$ cat src/rtl/lsu_bus_ctrl_pkg.sv
// lsu_bus_ctrl_pkg: shared definitions for the load/store bus controller.
//   - LSU state encoding (IDLE / REQ / DONE)
//   - access size codes derived from RV32I load/store funct3
//   - funct3 field constants and the default data width
//   - helpers: size decode and misalignment test
package lsu_bus_ctrl_pkg;

    localparam int unsigned XLEN_DEFAULT = 32;

    typedef enum logic [1:0] {
        StIdle = 2'd0,
        StReq  = 2'd1,
        StDone = 2'd2
    } lsu_state_e;

    localparam logic [1:0] LSU_SIZE_B = 2'b00;
    localparam logic [1:0] LSU_SIZE_H = 2'b01;
    localparam logic [1:0] LSU_SIZE_W = 2'b10;

    // funct3[2] selects zero-extension for loads
    localparam int unsigned F3_ZEXT_BIT = 2;

    // funct3[1:0]: 00 byte, 01 half, 10/11 word
    function automatic logic [1:0] lsu_size(input logic [2:0] funct3);
        return funct3[1] ? LSU_SIZE_W : funct3[1:0];
    endfunction

    function automatic logic lsu_misaligned(input logic [1:0] size, input logic [1:0] addr_lo);
        return ((size == LSU_SIZE_H) && addr_lo[0]) ||
               ((size == LSU_SIZE_W) && (addr_lo != 2'b00));
    endfunction

endpackage

$ cat src/rtl/lsu_align.sv
// lsu_align: combinational lane steering for the load/store controller.
//   Store path: byte enables and lane-replicated write data.
//   Load path : lane extract of the bus word plus sign/zero extension.
// Ports:
//   addr_lo    in  2     low byte-address bits of the access
//   funct3     in  3     RV32I load/store funct3
//   wdata      in  XLEN  store data, low bits significant
//   rword      in  XLEN  raw bus read word
//   be         out 4     byte enables
//   wdata_lane out XLEN  replicated write data
//   rdata      out XLEN  extended load result
module lsu_align
    import lsu_bus_ctrl_pkg::*;
#(
    parameter int unsigned XLEN = XLEN_DEFAULT
) (
    input  logic [1:0]      addr_lo,
    input  logic [2:0]      funct3,
    input  logic [XLEN-1:0] wdata,
    input  logic [XLEN-1:0] rword,
    output logic [3:0]      be,
    output logic [XLEN-1:0] wdata_lane,
    output logic [XLEN-1:0] rdata
);

    logic [1:0]      size;
    logic            sext;
    logic [1:0]      lane;
    logic [XLEN-1:0] shifted;

    always_comb begin
        size       = lsu_size(funct3);
        sext       = ~funct3[F3_ZEXT_BIT];
        lane       = 2'b00;
        be         = 4'b1111;
        wdata_lane = wdata;
        case (size)
            LSU_SIZE_B: begin
                lane       = addr_lo;
                be         = 4'b0001 << addr_lo;
                wdata_lane = {(XLEN/8){wdata[7:0]}};
            end
            LSU_SIZE_H: begin
                // addr[0] is ignored: halves always sit on an even lane
                lane       = {addr_lo[1], 1'b0};
                be         = 4'b0011 << lane;
                wdata_lane = {(XLEN/16){wdata[15:0]}};
            end
            default: ;
        endcase

        shifted = rword >> {lane, 3'b000};
        case (size)
            LSU_SIZE_B: rdata = {{(XLEN-8){sext & shifted[7]}}, shifted[7:0]};
            LSU_SIZE_H: rdata = {{(XLEN-16){sext & shifted[15]}}, shifted[15:0]};
            default:    rdata = shifted;
        endcase
    end

endmodule

$ cat src/rtl/lsu_bus_ctrl.sv
// lsu_bus_ctrl: turns single-cycle core data accesses into req/ack bus
// transactions, stalling the core until each access completes.
// Optional feature macro: LSU_MISALIGN_TRAP_EN (misaligned half/word accesses
// skip the bus, return 0 and pulse misalign_o).
// Ports:
//   clk, rst                 clock (rising) / async active-high reset
//   core_ce_i .. funct3_i    core access request
//   core_rdata_o             extended load data, valid in DONE
//   stall_o                  core freeze
//   bus_req_o .. bus_be_o    bus request side, held stable during REQ
//   bus_ack_i, bus_rdata_i   bus completion and read word
//   bus_err_o                one-cycle pulse in DONE after a timeout
//   misalign_o               (macro only) one-cycle pulse in DONE
module lsu_bus_ctrl
    import lsu_bus_ctrl_pkg::*;
#(
    parameter int unsigned XLEN           = XLEN_DEFAULT,
    parameter int unsigned TIMEOUT_CYCLES = 255,
    parameter int unsigned TO_W           = 8
) (
    input  logic            clk,
    input  logic            rst,
    input  logic            core_ce_i,
    input  logic            core_we_i,
    input  logic [XLEN-1:0] core_addr_i,
    input  logic [XLEN-1:0] core_wdata_i,
    input  logic [2:0]      core_funct3_i,
    output logic [XLEN-1:0] core_rdata_o,
    output logic            stall_o,
    output logic            bus_req_o,
    output logic            bus_we_o,
    output logic [XLEN-1:0] bus_addr_o,
    output logic [XLEN-1:0] bus_wdata_o,
    output logic [3:0]      bus_be_o,
    input  logic            bus_ack_i,
    input  logic [XLEN-1:0] bus_rdata_i,
    output logic            bus_err_o
`ifdef LSU_MISALIGN_TRAP_EN
    ,
    output logic            misalign_o
`endif
);

    localparam bit            ToEn   = (TIMEOUT_CYCLES != 0);
    localparam logic [TO_W-1:0] ToLast = TO_W'(TIMEOUT_CYCLES - 1);

    lsu_state_e      state_q, state_d;
    logic            we_q;
    logic [XLEN-1:0] addr_q;
    logic [XLEN-1:0] wdata_q;
    logic [2:0]      funct3_q;
    logic [TO_W-1:0] cnt_q, cnt_d;
    logic            err_q, err_d;
    logic [XLEN-1:0] rdata_q, rdata_d;
    logic            accept;
    logic            skip_bus;

    logic [3:0]      be;
    logic [XLEN-1:0] wdata_lane;
    logic [XLEN-1:0] rdata_fmt;

    lsu_align #(
        .XLEN(XLEN)
    ) u_align (
        .addr_lo   (addr_q[1:0]),
        .funct3    (funct3_q),
        .wdata     (wdata_q),
        .rword     (bus_rdata_i),
        .be        (be),
        .wdata_lane(wdata_lane),
        .rdata     (rdata_fmt)
    );

    assign accept = (state_q == StIdle) && core_ce_i;

`ifdef LSU_MISALIGN_TRAP_EN
    logic mis_q;
    assign skip_bus   = lsu_misaligned(lsu_size(core_funct3_i), core_addr_i[1:0]);
    assign misalign_o = (state_q == StDone) && mis_q;

    always_ff @(posedge clk or posedge rst) begin
        if (rst) begin
            mis_q <= 1'b0;
        end else if (accept) begin
            mis_q <= skip_bus;
        end
    end
`else
    assign skip_bus = 1'b0;
`endif

    always_comb begin
        state_d = state_q;
        cnt_d   = cnt_q;
        err_d   = err_q;
        rdata_d = rdata_q;
        stall_o = 1'b0;
        unique case (state_q)
            StIdle: begin
                stall_o = core_ce_i;
                if (core_ce_i) begin
                    cnt_d = '0;
                    err_d = 1'b0;
                    if (skip_bus) begin
                        rdata_d = '0;
                        state_d = StDone;
                    end else begin
                        state_d = StReq;
                    end
                end
            end
            StReq: begin
                stall_o = 1'b1;
                if (bus_ack_i) begin
                    rdata_d = rdata_fmt;
                    state_d = StDone;
                end else if (ToEn && (cnt_q == ToLast)) begin
                    rdata_d = '0;
                    err_d   = 1'b1;
                    state_d = StDone;
                end else begin
                    cnt_d = cnt_q + 1'b1;
                end
            end
            // The core commits here; any core_ce_i now is the same instruction.
            StDone:  state_d = StIdle;
            default: state_d = StIdle;
        endcase
    end

    always_ff @(posedge clk or posedge rst) begin
        if (rst) begin
            state_q  <= StIdle;
            cnt_q    <= '0;
            err_q    <= 1'b0;
            rdata_q  <= '0;
            we_q     <= 1'b0;
            addr_q   <= '0;
            wdata_q  <= '0;
            funct3_q <= '0;
        end else begin
            state_q <= state_d;
            cnt_q   <= cnt_d;
            err_q   <= err_d;
            rdata_q <= rdata_d;
            if (accept) begin
                we_q     <= core_we_i;
                addr_q   <= core_addr_i;
                wdata_q  <= core_wdata_i;
                funct3_q <= core_funct3_i;
            end
        end
    end

    assign bus_req_o    = (state_q == StReq);
    assign bus_we_o     = bus_req_o && we_q;
    assign bus_be_o     = bus_req_o ? be : 4'b0000;
    assign bus_addr_o   = {addr_q[XLEN-1:2], 2'b00};
    assign bus_wdata_o  = wdata_lane;
    assign bus_err_o    = (state_q == StDone) && err_q;
    assign core_rdata_o = rdata_q;

endmodule

$ cat config.mk
export PLATFORM = sky130hd
export DESIGN_NAME = lsu_bus_ctrl
export DESIGN_NICKNAME = d
export VERILOG_FILES = /design/src/rtl/lsu_bus_ctrl_pkg.sv /design/src/rtl/lsu_align.sv /design/src/rtl/lsu_bus_ctrl.sv
export SDC_FILE = /design/constraint.sdc
export NUM_CORES = 1
export LEC_CHECK = 0
export CAP_MARGIN = 25
export CORE_MARGIN = 1
export CORE_UTILIZATION = 48
export DETAILED_ROUTE_END_ITERATION = 16
export HOLD_SLACK_MARGIN = 0.02
export PLACE_DENSITY = 0.87
export SLEW_MARGIN = 40
export SYNTH_ARGS = -nofsm -noshare
export SYNTH_HDL_FRONTEND = slang
export SYNTH_SLANG_ARGS = --single-unit
export TNS_END_PERCENT = 5
$ cat constraint.sdc
create_clock -name clk -period 7.6 [get_ports clk]
set_input_delay 1.52 -clock clk [delete_from_list [all_inputs] [get_ports clk]]
set_output_delay 1.52 -clock clk [all_outputs]
set_load 0.1 [all_outputs]
==> results.md <==
| Step | Result | This run |
| --- | --- | --- |
| outcome | Result of the run | finished clean |
| clocking | Clk pin slew, worst setup/hold paths | 60 ps |
| sta | Largest clock skew in the final design | 7.90 ps |
| routing | Routed wire length per instance | 15.4 um |
| sta | Count of endpoints failing setup in the final report | 0 |
| grt | First-pass GRT wire length | 21600 um |
| critical path | Critical path type | in -> out |
| clocking | Number of buffers created by CTS | 9 |
| clocking | Buffer type at the clock tree root | sky130_fd_sc_hd__clkbuf_16 |
| clocking | Clock net sink count | 111 |
| yosys | Prevailing post-synth register cell | sky130_fd_sc_hd__dfrtp_1 |
| clocking | Hold bufs inserted after CTS | 0 |
| grt | Largest net degree at the start of global routing | 77 |
| sta | Setup repair after global routing missed its margin | no |
| placed design | DP Wirelength | 9910 um |
| final layout | Area growth from synthesis to layout | 30.6% |
| clocking | Postcts setup bufs | 0 |
| yosys | Share of synthesized area occupied by flip-flops and latches | 51.3% |
| floorplanning | I/O Pins | 208 |
| sta | Max Clock Freq | 246 MHz |
| yosys | Synth area leader | sky130_fd_sc_hd__dfrtp_1 |
| yosys | Fraction of registers with async set/reset | 100% |
| grt | Total gr overflow | 0 |
| routing | Count of vias placed by the detailed router | 4648 |
| critical path | Critical path fanouts, max | 2 |
| routing | Iteration-0 DRC Markers | 338 |
| final layout | Fin nets | 859 |
| grt | Total track usage | 23.7% |
| grt | Initial antenna violation count | 0 |
| sta | Post-layout min period | 4070 ps |
| placed design | Buffers on Ports | 205 |
| yosys | Syn. warnings | 0 |
| sta | Final-report hold violation count | 0 |
| placed design | Final Wtd Congestion | 0.851 |
| critical path | Startpoint Class | primary input |
| floorplanning | Placeable core region | 0.0109 mm2 |
| clocking | Clock latency reported for the late side of the worst-skew pair | 330 ps |
| final layout | Diodes inserted | 0 |
| critical path | Arrival time of data at the critical path endpoint | 2550 ps |
| critical path | Critical Path, Cell by Cell | clkdlybuf4s50_1 > nand2_2 > nand2_1 > buf_2 |
| sta | Relative max-transition margin | 51.1% |
| floorplanning | Initial Utilization | 49.5% |
| floorplanning | Area of the die | 0.0117 mm2 |
| routing | Final Routed Wirelength | 13800 um |
| yosys | Cells taking the most area after synthesis | sky130_fd_sc_hd__dfrtp_1 (51%), sky130_fd_sc_hd__nand2_1 (17%), sky130_fd_sc_hd__buf_4 (5.5%), sky130_fd_sc_hd__mux2_2 (3.5%), sky130_fd_sc_hd__mux4_2 (2.9%) |
| sta | Period utilisation layout | 53.5% |
| clocking | Cells resized by post-CTS repair | 0 |
| yosys | Post-synth EDFFs | 0 |
| yosys | Area share of the largest cell type after synthesis | 51.3% |
| sta | Fin. max-slew vios | 0 |
| yosys | Synthesized area per cell | 9.01 um2 |
| critical path | Reg2Reg Depth | 5 |
| clocking | Level count of the clock H-tree | 3 |
| sta | Transition time at the pin with the least slew margin | 734 ps |
| yosys | Distinct cells, synth | 42 |
| floorplanning | Die width | 108 um |
| floorplanning | Rows | 38 |
| final layout | Util after Layout | 64.7% |
| floorplanning | Vert. Die Dim | 108 um |
| routing | Via density | 5.18 |
| yosys | Post-Syn Instances | 601 |
| critical path | Delay of the slowest critical-path stage | 490 ps |
| critical path | Endpoint required time on the critical path | 6080 ps |
| clocking | CTS tree | built |
| clocking | CTS Buffer Depth | 2 |
| final layout | Share of final-layout standard cells stronger than drive strength 1 | 20.6% |
| run | Total of max-cap violations | 0 |
| routing | Post-detailed-route DRC marker count | 0 |
| yosys | Area of the mapped netlist | 0.00542 mm2 |
| yosys | Register bit count reported by yosys | 111 |
| critical path | Kind of end point of the critical path | output port |
| sta | Accumulated negative setup slack | 0 ps |
| routing | Residual antenna-violating net count after detailed routing | 0 |
| routing | TritonRoute pass-1 iters | 5 |
| critical path | Cell at the slowest stage of the critical path | sky130_fd_sc_hd__clkdlybuf4s50_1 |
| min path | Cell depth of the worst hold path | 2 |
| grt | Vias in the first global route | 4494 |
| min path | Class of the worst hold path | reg -> reg |
## sequential cells by signal (all words and copies together) (netlist names)
signal,cells
addr_q,32
core_rdata_o,32
wdata_q,32
cnt_q,8
funct3_q,3
state_q,2
err_q,1
we_q,1
## area by class of cell
cell class | instances | area [um2]
inverters | 7 | 28.8
well taps | 140 | 175
repair buffers | 210 | 1580
multi-input cells | 414 | 2200
clock buffers | 12 | 256
clock inverters | 4 | 52.6
fillers | 877 | 3860
flip-flops and latches | 111 | 2780
## routing by layer
layer	share of wire, %	global-route usage, %
met1	41	29.7
met2	50	40.4
met5	0	0
met3	8.6	6.69
met4	1.2	5.77
## synthesized netlist by cell type, drive strengths merged, types with 2 or more instances
cell type and count:
and2 5, clkbuf 27, nor2b 18, nor2 12, dfrtp 111, nor3 6
nand4 3, mux4 7, nand2 250, ha 2, inv 7, buf 43
a211o 8, mux2i 8, a21oi 9, o21ai 34, a22o 8, nand3 8
nand2b 2, xor2 2, mux2 18
## worst max-delay path, delay by kind of cell
family | cells | cell delay (ps)
buf+inv | 2 | 910
simple gates | 2 | 120
## through the flow
step / worst slack (ps) / hold slack, ps / std cells / instance area, um2
finish: 3530 / 466 / 898 / 7070
global route: 3470 / 492 / 898 / 7070
CTS: 3520 / 474 / 898 / 7070
detailed placement: 3530 / 458 / 882 / 6770
global placement: 2810 / 450 / 882 / 7270
floorplan: 2870 / 437 / 602 / 5420
## cells by family after synthesis
kind of cell               Yosys count  synth area share (%)
and+or+nand+nor                    310                  23.7
DFF                                111                  51.3
buffers and inverters               77                  8.29
AOI/OAI and AO/OA                   64                  7.51
muxes                               33                  8.20
xor gates and xnor gates             3                 0.485
adders and majority gates            2                 0.462
other                                1                0.0692
## cell usage in the layout (no fill, tap or decap), drive strengths merged, types with 2 or more instances in the layout
master           n
nand2          250
dfrtp          111
buf            107
clkdlybuf4s50  103
o21ai           34
nor2b           18
mux2            18
nor2            12
clkbuf          12
a21oi            9
nand3            8
a22o             8
a211o            8
mux2i            8
inv              8
mux4             7
nor3             6
and2             5
nand4            3
nand2b           2
xor2             2
ha               2
conb             2
clkinv           2
## worst paths after layout
check,startpoint,slack (ps),endpoint
setup / recovery,core_ce_i,3530,stall_o
max in group asynchronous,rst,5000,addr_q[14]
hold / removal,addr_q[19],470,addr_q[19]
min in group asynchronous,rst,1550,core_rdata_o[16]
setup reg to reg,funct3_q[0],5270,core_rdata_o[22]
hold reg to reg,addr_q[19],470,addr_q[19]
Power is left out: the tool's default activity adds up to more than one toggle a clock period on the data nets, which glitch-free logic cannot reach.
